### src/rtl/approx_mult_err_monitor.sv
// Error monitor for an external 4x4 approximate multiplier. It sweeps all 256 operand pairs and
// accumulates the error count, the sum of error distances and the maximum error distance.
// Define APPROX_MULT_MRED_EN to add the mred_sum output, the relative-error accumulator.
module approx_mult_err_monitor #(
    parameter int SETTLE_CYC = 0
) (
    input  logic        clk,
    input  logic        rst_n,
    input  logic        start,
    output logic [3:0]  op_a,
    output logic [3:0]  op_b,
    input  logic [7:0]  approx_in,
    output logic        busy,
    output logic        done,
    output logic [8:0]  err_count,
    output logic [15:0] sum_ed,
    output logic [7:0]  max_ed
`ifdef APPROX_MULT_MRED_EN
    ,
    output logic [23:0] mred_sum
`endif
);

    localparam logic [3:0] SETTLE_LAST = 4'(SETTLE_CYC);

    typedef enum logic [1:0] {
        IDLE  = 2'd0,
        SWEEP = 2'd1,
        DONE  = 2'd2
    } state_t;

    state_t      state;
    state_t      state_nxt;
    logic [7:0]  idx;
    logic [3:0]  settle_cnt;
    logic        sample;
    logic        last_vec;
    logic [7:0]  exact;
    logic [7:0]  ed;

    // idx is a register, so the operands leave the block registered and read 0 outside a sweep.
    assign op_a     = idx[7:4];
    assign op_b     = idx[3:0];
    assign last_vec = (idx == 8'hFF);

    always_ff @(posedge clk or negedge rst_n) begin
        if (!rst_n) begin
            state <= IDLE;
        end else begin
            state <= state_nxt;
        end
    end

    // NOTE: every signal driven here gets a default first, so no path can infer a latch.
    always_comb begin
        state_nxt = state;
        busy      = 1'b0;
        done      = 1'b0;
        sample    = 1'b0;
        case (state)
            IDLE: begin
                if (start) begin
                    state_nxt = SWEEP;
                end
            end
            SWEEP: begin
                busy = 1'b1;
                if (settle_cnt == SETTLE_LAST) begin
                    sample = 1'b1;
                    if (last_vec) begin
                        state_nxt = DONE;
                    end
                end
            end
            DONE: begin
                done      = 1'b1;
                state_nxt = IDLE;
            end
            default: begin
                state_nxt = IDLE;
            end
        endcase
    end

    // Exact product and absolute error distance. The subtraction direction is chosen so the result never wraps.
    always_comb begin
        exact = {4'b0000, op_a} * {4'b0000, op_b};
        if (approx_in >= exact) begin
            ed = approx_in - exact;
        end else begin
            ed = exact - approx_in;
        end
    end

`ifdef APPROX_MULT_MRED_EN
    logic [15:0] mred_q;

    always_comb begin
        mred_q = 16'd0;
        if (exact != 8'd0) begin
            mred_q = {ed, 8'h00} / {8'h00, exact};
        end
    end
`endif

    // NOTE: sequential state uses non-blocking assignments only, so every register sees pre-edge values.
    always_ff @(posedge clk or negedge rst_n) begin
        if (!rst_n) begin
            idx        <= 8'd0;
            settle_cnt <= 4'd0;
            err_count  <= 9'd0;
            sum_ed     <= 16'd0;
            max_ed     <= 8'd0;
`ifdef APPROX_MULT_MRED_EN
            mred_sum   <= 24'd0;
`endif
        end else begin
            case (state)
                IDLE: begin
                    if (start) begin
                        idx        <= 8'd0;
                        settle_cnt <= 4'd0;
                        err_count  <= 9'd0;
                        sum_ed     <= 16'd0;
                        max_ed     <= 8'd0;
`ifdef APPROX_MULT_MRED_EN
                        mred_sum   <= 24'd0;
`endif
                    end
                end
                SWEEP: begin
                    if (sample) begin
                        settle_cnt <= 4'd0;
                        // After the last vector, idx returns to 0 instead of starting a second sweep.
                        idx        <= last_vec ? 8'd0 : idx + 8'd1;
                        sum_ed     <= sum_ed + {8'h00, ed};
                        if (ed != 8'd0) begin
                            err_count <= err_count + 9'd1;
                        end
                        if (ed > max_ed) begin
                            max_ed <= ed;
                        end
`ifdef APPROX_MULT_MRED_EN
                        if (exact != 8'd0) begin
                            mred_sum <= mred_sum + {8'h00, mred_q};
                        end
`endif
                    end else begin
                        settle_cnt <= settle_cnt + 4'd1;
                    end
                end
                default: begin
                    idx        <= 8'd0;
                    settle_cnt <= 4'd0;
                end
            endcase
        end
    end

endmodule

### config.mk
export PLATFORM = sky130hd
export DESIGN_NAME = approx_mult_err_monitor
export DESIGN_NICKNAME = d
export VERILOG_FILES = /design/src/rtl/approx_mult_err_monitor.sv
export SDC_FILE = /design/constraint.sdc
export NUM_CORES = 1
export LEC_CHECK = 0
export CORE_UTILIZATION = 40
export CTS_CLUSTER_DIAMETER = 40
export DETAILED_ROUTE_END_ITERATION = 12
export SKIP_CTS_REPAIR_TIMING = 1
export SYNTH_ARGS = -nofsm -noshare
export SYNTH_HDL_FRONTEND = slang
export SYNTH_SLANG_ARGS = --single-unit
### constraint.sdc
create_clock -name clk -period 15.4 [get_ports clk]
set_input_delay 4.62 -clock clk [delete_from_list [all_inputs] [get_ports clk]]
set_output_delay 4.62 -clock clk [all_outputs]
set_load 0.005 [all_outputs]
==> results of run 1 <==
[how the worst max path moves through the flow]
stage / startpoint / endpoint / slack, ns / depth (start not counted)
finish: approx_in[0] / sum_ed[12] / 6.54 / 18
global placement: approx_in[0] / sum_ed[10] / 6.39 / 18
CTS: approx_in[0] / sum_ed[10] / 6.59 / 18
global route: approx_in[0] / sum_ed[10] / 6.26 / 18
detailed placement: approx_in[0] / sum_ed[10] / 6.27 / 18
floorplan: approx_in[0] / sum_ed[10] / 7.39 / 17
[layout make-up]
class | instances | area (um2) | area share
Multi-Input combinational cell | 362 | 2550 | 0.546
Inverter | 43 | 161 | 0.0346
Clock inverter | 2 | 16.3 | 0.00348
Sequential cell | 47 | 1180 | 0.252
Clock buffer | 6 | 72.6 | 0.0155
Timing Repair Buffer | 54 | 533 | 0.114
Tap cell | 129 | 161 | 0.0346
[per-layer routing]
layer  up-vias  share of wire  track usage
met5         -              0            0
met4         0         0.0053       0.0379
met3         4          0.038       0.0276
met2        81           0.46        0.332
met1      1664           0.49        0.282
li1       1741              -            -
[cell usage after synthesis, drive strengths merged (2+ instances only)]
cell type  count
a2111o         2
a21o          14
a21oi         22
a22o           5
a31oi          4
and2          13
and3           8
buf            3
clkbuf         7
dfrtp         47
fa             7
ha            49
inv           42
nand2         49
nand2b         2
nand3         22
nand3b         3
nand4          5
nor2          32
nor2b          3
nor3           8
nor4           3
nor4b          2
o2111ai        2
o21a           6
o21ai         46
o21bai         3
o221ai         3
o22ai          2
o31ai          4
o41ai          2
or2            3
or3            6
xnor2         14
xor2           8
[tightest hold or removal path, stage by stage, from the launching register on]
cell     delay, ns
dfrtp_1       0.38
nand2_1       0.05
o21ai_0       0.06
[registers in the layout, summed over array words and instances, names as in the netlist]
register    count
settle_cnt      4
sum_ed         16
state           2
idx             8
max_ed          8
err_count       9
[report_power, final]
part / leakage (nW) / switching (mW) / internal, mW
clock network: 0.0418 / 0.0457 / 0.0327
logic: 1.53 / 0.203 / 0.186
registers: 0.609 / 0.0473 / 0.164
[stage by stage]
stage | worst slack [ns] | cells | power, mW
final | 6.54 | 643 | 0.679
after global routing | 6.26 | 643 | 0.745
after CTS | 6.59 | 643 | 0.683
after detailed placement | 6.27 | 635 | 0.602
after global placement | 6.39 | 635 | 0.598
after floorplan | 7.39 | 462 | 0.458
[logic make-up (layout without fill, tap and decap cells)]
logic type | after synthesis | after routing | synth area share
xor gates and xnor gates | 22 | 22 | 0.0489
DFF | 47 | 47 | 0.298
and+or+nand+nor | 160 | 160 | 0.202
muxes | 1 | 1 | 0.00254
adders and majority gates | 56 | 56 | 0.191
AOI/OAI and AO/OA | 123 | 123 | 0.202
buffers and inverters | 53 | 105 | 0.0546
==> metrics.log, run 1 <==
INFO  metric cts.root.buffer_cell = clkbuf_8
INFO  metric clock_path_buffers = 2
INFO  metric synth_top_cells_by_area = dfrtp_1, ha_1, o21ai_0, nand2_1, inv_1
INFO  metric drv_slew = 0
INFO  metric number_of_search_and_repair_iterations_in_the_first_detailed_routing_pass = 4
INFO  metric synth_flop_cell = dfrtp_1
INFO  metric leakagePower = 2.18 nW
INFO  metric rsz_0062_raised_after_global_routing = no
INFO  metric layout.cell_area.non_filler = 4670 um2
INFO  metric fmaxAchievable = 0.113 GHz
INFO  metric fillerInstances = 943
INFO  metric setup_tns = 0 ns
INFO  metric synth_area = 3940 um2
INFO  metric die_w = 101 um
INFO  metric wirelength = 9.59 mm
INFO  metric first_global_vias = 3330
INFO  metric final_min_period_over_clock_period = 0.575
INFO  metric design.portCount = 54
INFO  metric synth_area_per_cell = 8.53 um2
INFO  metric detail_route.wl_per_cell = 14.9 um
INFO  metric yosys_warnings = 0
INFO  metric setup_violations = 0
INFO  metric tritoncts = yes
INFO  metric critPathCaptureType = flop
INFO  metric worst_hold_path_type = reg -> reg
INFO  metric critical_path_peak_fanout = 7
INFO  metric grt_max_degree = 48
INFO  metric postSynthNetCount = 529
INFO  metric fp.dieH = 101 um
INFO  metric grt_first_pass_wirelength = 16.1 mm
INFO  metric layout.nets = 580
INFO  metric layout_cell_share_with_drive_strength_beyond_1 = 0.0409
INFO  metric dr.first_iter.drc_count = 176
INFO  metric crit_arrival = 9.05 ns
INFO  metric hold_depth = 2
INFO  metric final_util = 0.498
INFO  metric io_buffers = 53
INFO  metric initial_standard_cell_utilization_of_the_core = 0.421
INFO  metric detail_route.drc_violations = 0
INFO  metric floorplan.rows = 35
INFO  metric timing.hold.worst_endpoint = max_ed[6]
INFO  metric top_cell_type_s_share_of_synthesized_area = 0.298
INFO  metric synth.largest_area_cell = dfrtp_1
INFO  metric critPathRequiredTime = 15.59 ns
INFO  metric post_place_instance_area = 4580 um2
INFO  metric viasPerCell = 5.43
INFO  metric max_stage_delay_cell_worst_path = a31oi_1
INFO  metric die_area = 10300 um2
INFO  metric detailroute.via_count = 3490
INFO  metric grt_ovf = 0
INFO  metric gp_congestion = 0.870
INFO  metric grt_antenna_before_repair = 0
INFO  metric post_synthesis_register_bit_count = 47
INFO  metric cell_family_contributing_the_most_delay_on_the_critical_path = compound AO/OA/AOI/OAI gates
INFO  metric cp-start-kind = primary input
INFO  metric worst_hold_slack = 0.525 ns
INFO  metric maxCapViolCount = 0
INFO  metric syn-instance-count = 462
INFO  metric setup.worst_path.class = in -> reg
INFO  metric track_usage = 0.201
INFO  metric clk-insertion-delay-late = 0.30 ns
INFO  metric ys_async_sr_fraction = 1.00
INFO  metric path_clk_slew = 0.10 ns
INFO  metric synth-seq-area-share = 0.298
INFO  metric final_cell_mix = clkdlybuf4s50_1, nand2_1, ha_1, dfrtp_1, o21ai_0
INFO  metric h-tree-depth = 2
INFO  metric pwr_density_cell = 145 nW/um2
INFO  metric buf_inv_stages_crit_path = 2
INFO  metric unique_cell_type_count_in_the_yosys_netlist = 56
INFO  metric r2r.worst_path.cells = 25
INFO  metric cell_chain_critical_path = clkdlybuf4s50_1, inv_1, ha_1, fa_1, nand3b_1, a31oi_1, nor4b_1, or3_1, nand2_1, ha_1, a21oi_1, a21oi_1, o21a_1, o21a_1, o21ai_0, nor2_1, xnor2_1, nor2_1
INFO  metric crit_path_max_cell_delay = 0.54 ns
INFO  metric synth_enable_flop_cells = 0
INFO  metric layout.cells.most_common = clkdlybuf4s50_1
INFO  metric status = finished clean
INFO  metric antennaDiodeCount = 0
INFO  metric ir_worst_vdd = 0.0000653 V
INFO  metric core-area = 9370 um2
INFO  metric final_hold_viol_count = 0
INFO  metric hpwlAfterDp = 7.35 mm
INFO  metric holdCritStartpoint = max_ed[6]
INFO  metric clkSinkCount = 47
INFO  metric finClkSkew = 0.00838 ns
INFO  metric max_slew_headroom = 0.285
INFO  metric setup_slack_on_the_worst_flop_to_flop_path = 8.98 ns
INFO  metric min_period = 8.86 ns
INFO  metric tightestPinTransition = 1.07 ns
INFO  metric inserted_clock_buffers = 5
INFO  metric area.growth.synth_to_final = 18.5%
INFO  metric ant_nets = 0
INFO  metric worstReg2RegStart = idx[4]
INFO  metric worstReg2RegEnd = sum_ed[12]
Note: power is estimated with default switching activity, not from simulation.
==> run 2, diff against run 1 <==
==> constraint.sdc (replaced) <==
create_clock -name clk -period 9.12 [get_ports clk]
set_input_delay 2.736 -clock clk [delete_from_list [all_inputs] [get_ports clk]]
set_output_delay 2.736 -clock clk [all_outputs]
set_load 0.005 [all_outputs]
==> run 2 against run 1 <==
  * Total power increased by 68%
  * Global-route usage decreased by 0.20 points
  * First-iteration DRC count decreased by 24%
  * Clock skew increased by 0.0074 ns
  * Die area unchanged
  * Count of clock-buffer cells in the layout unchanged
  * Flip-flop and latch count unchanged
  * Core utilization unchanged
  * Via count decreased by 0.74%
  * Cell count unchanged
  * Largest cell class unchanged
  * Largest power group unchanged
==> metrics.log, run 2 (synthesis gave the netlist of run 1 again) <==
INFO  metric tritoncts = yes
INFO  metric cp-start-kind = primary input
INFO  metric design.portCount = 54 (unchanged)
INFO  metric floorplan.rows = 35 (unchanged)
INFO  metric ant_nets = 0 (unchanged)
INFO  metric multiInputGateArea = 2550 um2 (unchanged)
INFO  metric critPathRequiredTime = 9.30 ns (-6.29 ns)
INFO  metric finClkSkew = 0.0158 ns (+0.00741 ns)
INFO  metric setup.worst_path.class = in -> reg
INFO  metric maxCapViolCount = 0 (unchanged)
INFO  metric crit_path_max_cell_delay = 0.54 ns (about the same)
INFO  metric fillerInstances = 922 (-2.2%)
INFO  metric timing.hold.worst_endpoint = max_ed[6]
INFO  metric setup.worst_path.start = approx_in[0]
INFO  metric final_hold_viol_count = 0 (unchanged)
INFO  metric grt_max_degree = 48 (unchanged)
INFO  metric regMostFlops = sum_ed
INFO  metric hold_depth = 2 (unchanged)
INFO  metric first_global_vias = 3295 (-1.1%)
INFO  metric fmaxAchievable = 0.144 GHz
INFO  metric path_clk_slew = 0.10 ns (about the same)
INFO  metric final_min_period_over_clock_period = 0.760
INFO  metric area.sequential = 1180 um2 (unchanged)
INFO  metric critPathCaptureType = flop
INFO  metric core-area = 9370 um2 (unchanged)
INFO  metric detail_route.wl_per_cell = 14.8 um (-0.59%)
INFO  metric power.total = 1.14 mW (+68%)
INFO  metric h-tree-depth = 2 (unchanged)
INFO  metric die_area = 10300 um2 (unchanged)
INFO  metric drv_slew = 0 (unchanged)
INFO  metric clk-insertion-delay-late = 0.30 ns (about the same)
INFO  metric ir_worst_vdd = 0.000120 V (+84%)
INFO  metric clock_path_buffers = 2 (unchanged)
INFO  metric detailroute.via_count = 3464 (-0.74%)
INFO  metric status = finished clean
INFO  metric area.growth.synth_to_final = 18.5% (unchanged)
INFO  metric viasPerCell = 5.39 (-0.74%)
INFO  metric rsz_0062_raised_after_global_routing = no
INFO  metric number_of_flip_flops_under_the_largest_register_name = 16 (unchanged)
INFO  metric critical_path_peak_fanout = 7 (unchanged)
INFO  metric clkSinkCount = 47 (unchanged)
INFO  metric max_stage_delay_cell_worst_path = a31oi_1
INFO  metric layout_cell_share_with_drive_strength_beyond_1 = 0.0409 (unchanged)
INFO  metric leakagePower = 2.18 nW (unchanged)
INFO  metric min_period = 6.93 ns
INFO  metric number_of_search_and_repair_iterations_in_the_first_detailed_routing_pass = 5 (+1)
INFO  metric gp_congestion = 0.870 (about the same)
INFO  metric die_w = 101 um (unchanged)
INFO  metric setup_tns = 0 ns (unchanged)
INFO  metric setup_violations = 0 (unchanged)
INFO  metric holdCritStartpoint = max_ed[6]
INFO  metric antennaDiodeCount = 0 (unchanged)
INFO  metric track_usage = 0.199 (-0.00201)
INFO  metric worstReg2RegStart = idx[3]
INFO  metric layout.nets = 580 (unchanged)
INFO  metric hpwlAfterDp = 7.34 mm (about the same)
INFO  metric fp.dieH = 101 um (unchanged)
INFO  metric cell_family_contributing_the_most_delay_on_the_critical_path = compound AO/OA/AOI/OAI gates
INFO  metric buf_inv_stages_crit_path = 2 (unchanged)
INFO  metric biggest_regs = sum_ed x16, err_count x9
INFO  metric cts.root.buffer_cell = clkbuf_8
INFO  metric io_buffers = 53 (unchanged)
INFO  metric crit_arrival = 7.12 ns (-1.93 ns)
INFO  metric worstReg2RegEnd = sum_ed[10]
INFO  metric detail_route.drc_violations = 0 (unchanged)
INFO  metric final_cell_mix = clkdlybuf4s50_1, nand2_1, ha_1, dfrtp_1, o21ai_0
INFO  metric layout.cells.most_common = clkdlybuf4s50_1
INFO  metric wirelength = 9.53 mm (-0.59%)
INFO  metric worst_hold_path_type = reg -> reg
INFO  metric pwr_density_cell = 245 nW/um2 (+68%)
INFO  metric grt_antenna_before_repair = 0 (unchanged)
INFO  metric critical_path_depth = 18 (unchanged)
INFO  metric dr.first_iter.drc_count = 133 (-24%)
INFO  metric grt_ovf = 0 (unchanged)
INFO  metric tightestPinTransition = 1.06 ns (-0.00939 ns)
INFO  metric cell_chain_critical_path = clkdlybuf4s50_1, inv_1, ha_1, fa_1, nand3b_1, a31oi_1, nor4b_1, or3_1, nand2_1, ha_1, a21oi_1, a21oi_1, o21a_1, o21a_1, o21ai_0, nor2_1, xnor2_1, nor2_1
INFO  metric grt_first_pass_wirelength = 16.1 mm (-0.17%)
INFO  metric r2r.worst_path.cells = 25 (unchanged)
INFO  metric inserted_clock_buffers = 5 (unchanged)
INFO  metric max_slew_headroom = 0.292 (+0.00626)
INFO  metric setup_slack_on_the_worst_flop_to_flop_path = 2.68 ns (-6.30 ns)
INFO  metric initial_standard_cell_utilization_of_the_core = 0.421 (unchanged)
run 2: cell counts in the layout (fill, tap and decap cells not counted):
No cell type changed its count.
run 2: worst max path at each step:
stage / to
CTS: sum_ed[10]
finish: sum_ed[10]
detailed placement: sum_ed[10]
global placement: sum_ed[10]
floorplan: sum_ed[10]
global route: sum_ed[10]
run 2: metrics by stage:
step,setup WS [ns],cell area (um2),util,instances,hold WS (ns)
floorplan,3.00,3940,-,462,0.474
finish,2.19,4670,0.498,643,0.524
CTS,2.20,4670,0.498,643,0.528
global placement,1.98,4580,0.489,635,0.495
detailed placement,1.89,4580,0.489,635,0.507
global route,1.88,4670,0.498,643,0.549
run 2: where the power goes:
group | switching, mW | internal [mW]
clock | 0.0721 | 0.0552
combinational | 0.344 | 0.315
sequential | 0.0804 | 0.276
total | 0.497 | 0.646
run 2: area by class of cell:
cell class                 count  area share
clock buffer                   6      0.0155
clock inverter                 2     0.00348
inverter                      43      0.0346
multi-input combinational    362       0.546
sequential                    47       0.252
tap                          129      0.0346
timing repair buffer          54       0.114
run 2: worst min-delay path, delay by kind of cell, from the launching register on:
family / cells / cell delay, ns
and+or+nand+nor: 1 / 0.05
AOI/OAI and AO/OA: 1 / 0.06
DFF: 1 / 0.38
run 2: per-layer routing:
metal	vias to the layer above	global-route usage	wire length (um)
met5	-	0	0
met1	1666	0.281	4750
met4	0	0.0368	46
met2	63	0.323	4440
li1	1731	-	-
met3	4	0.0311	295
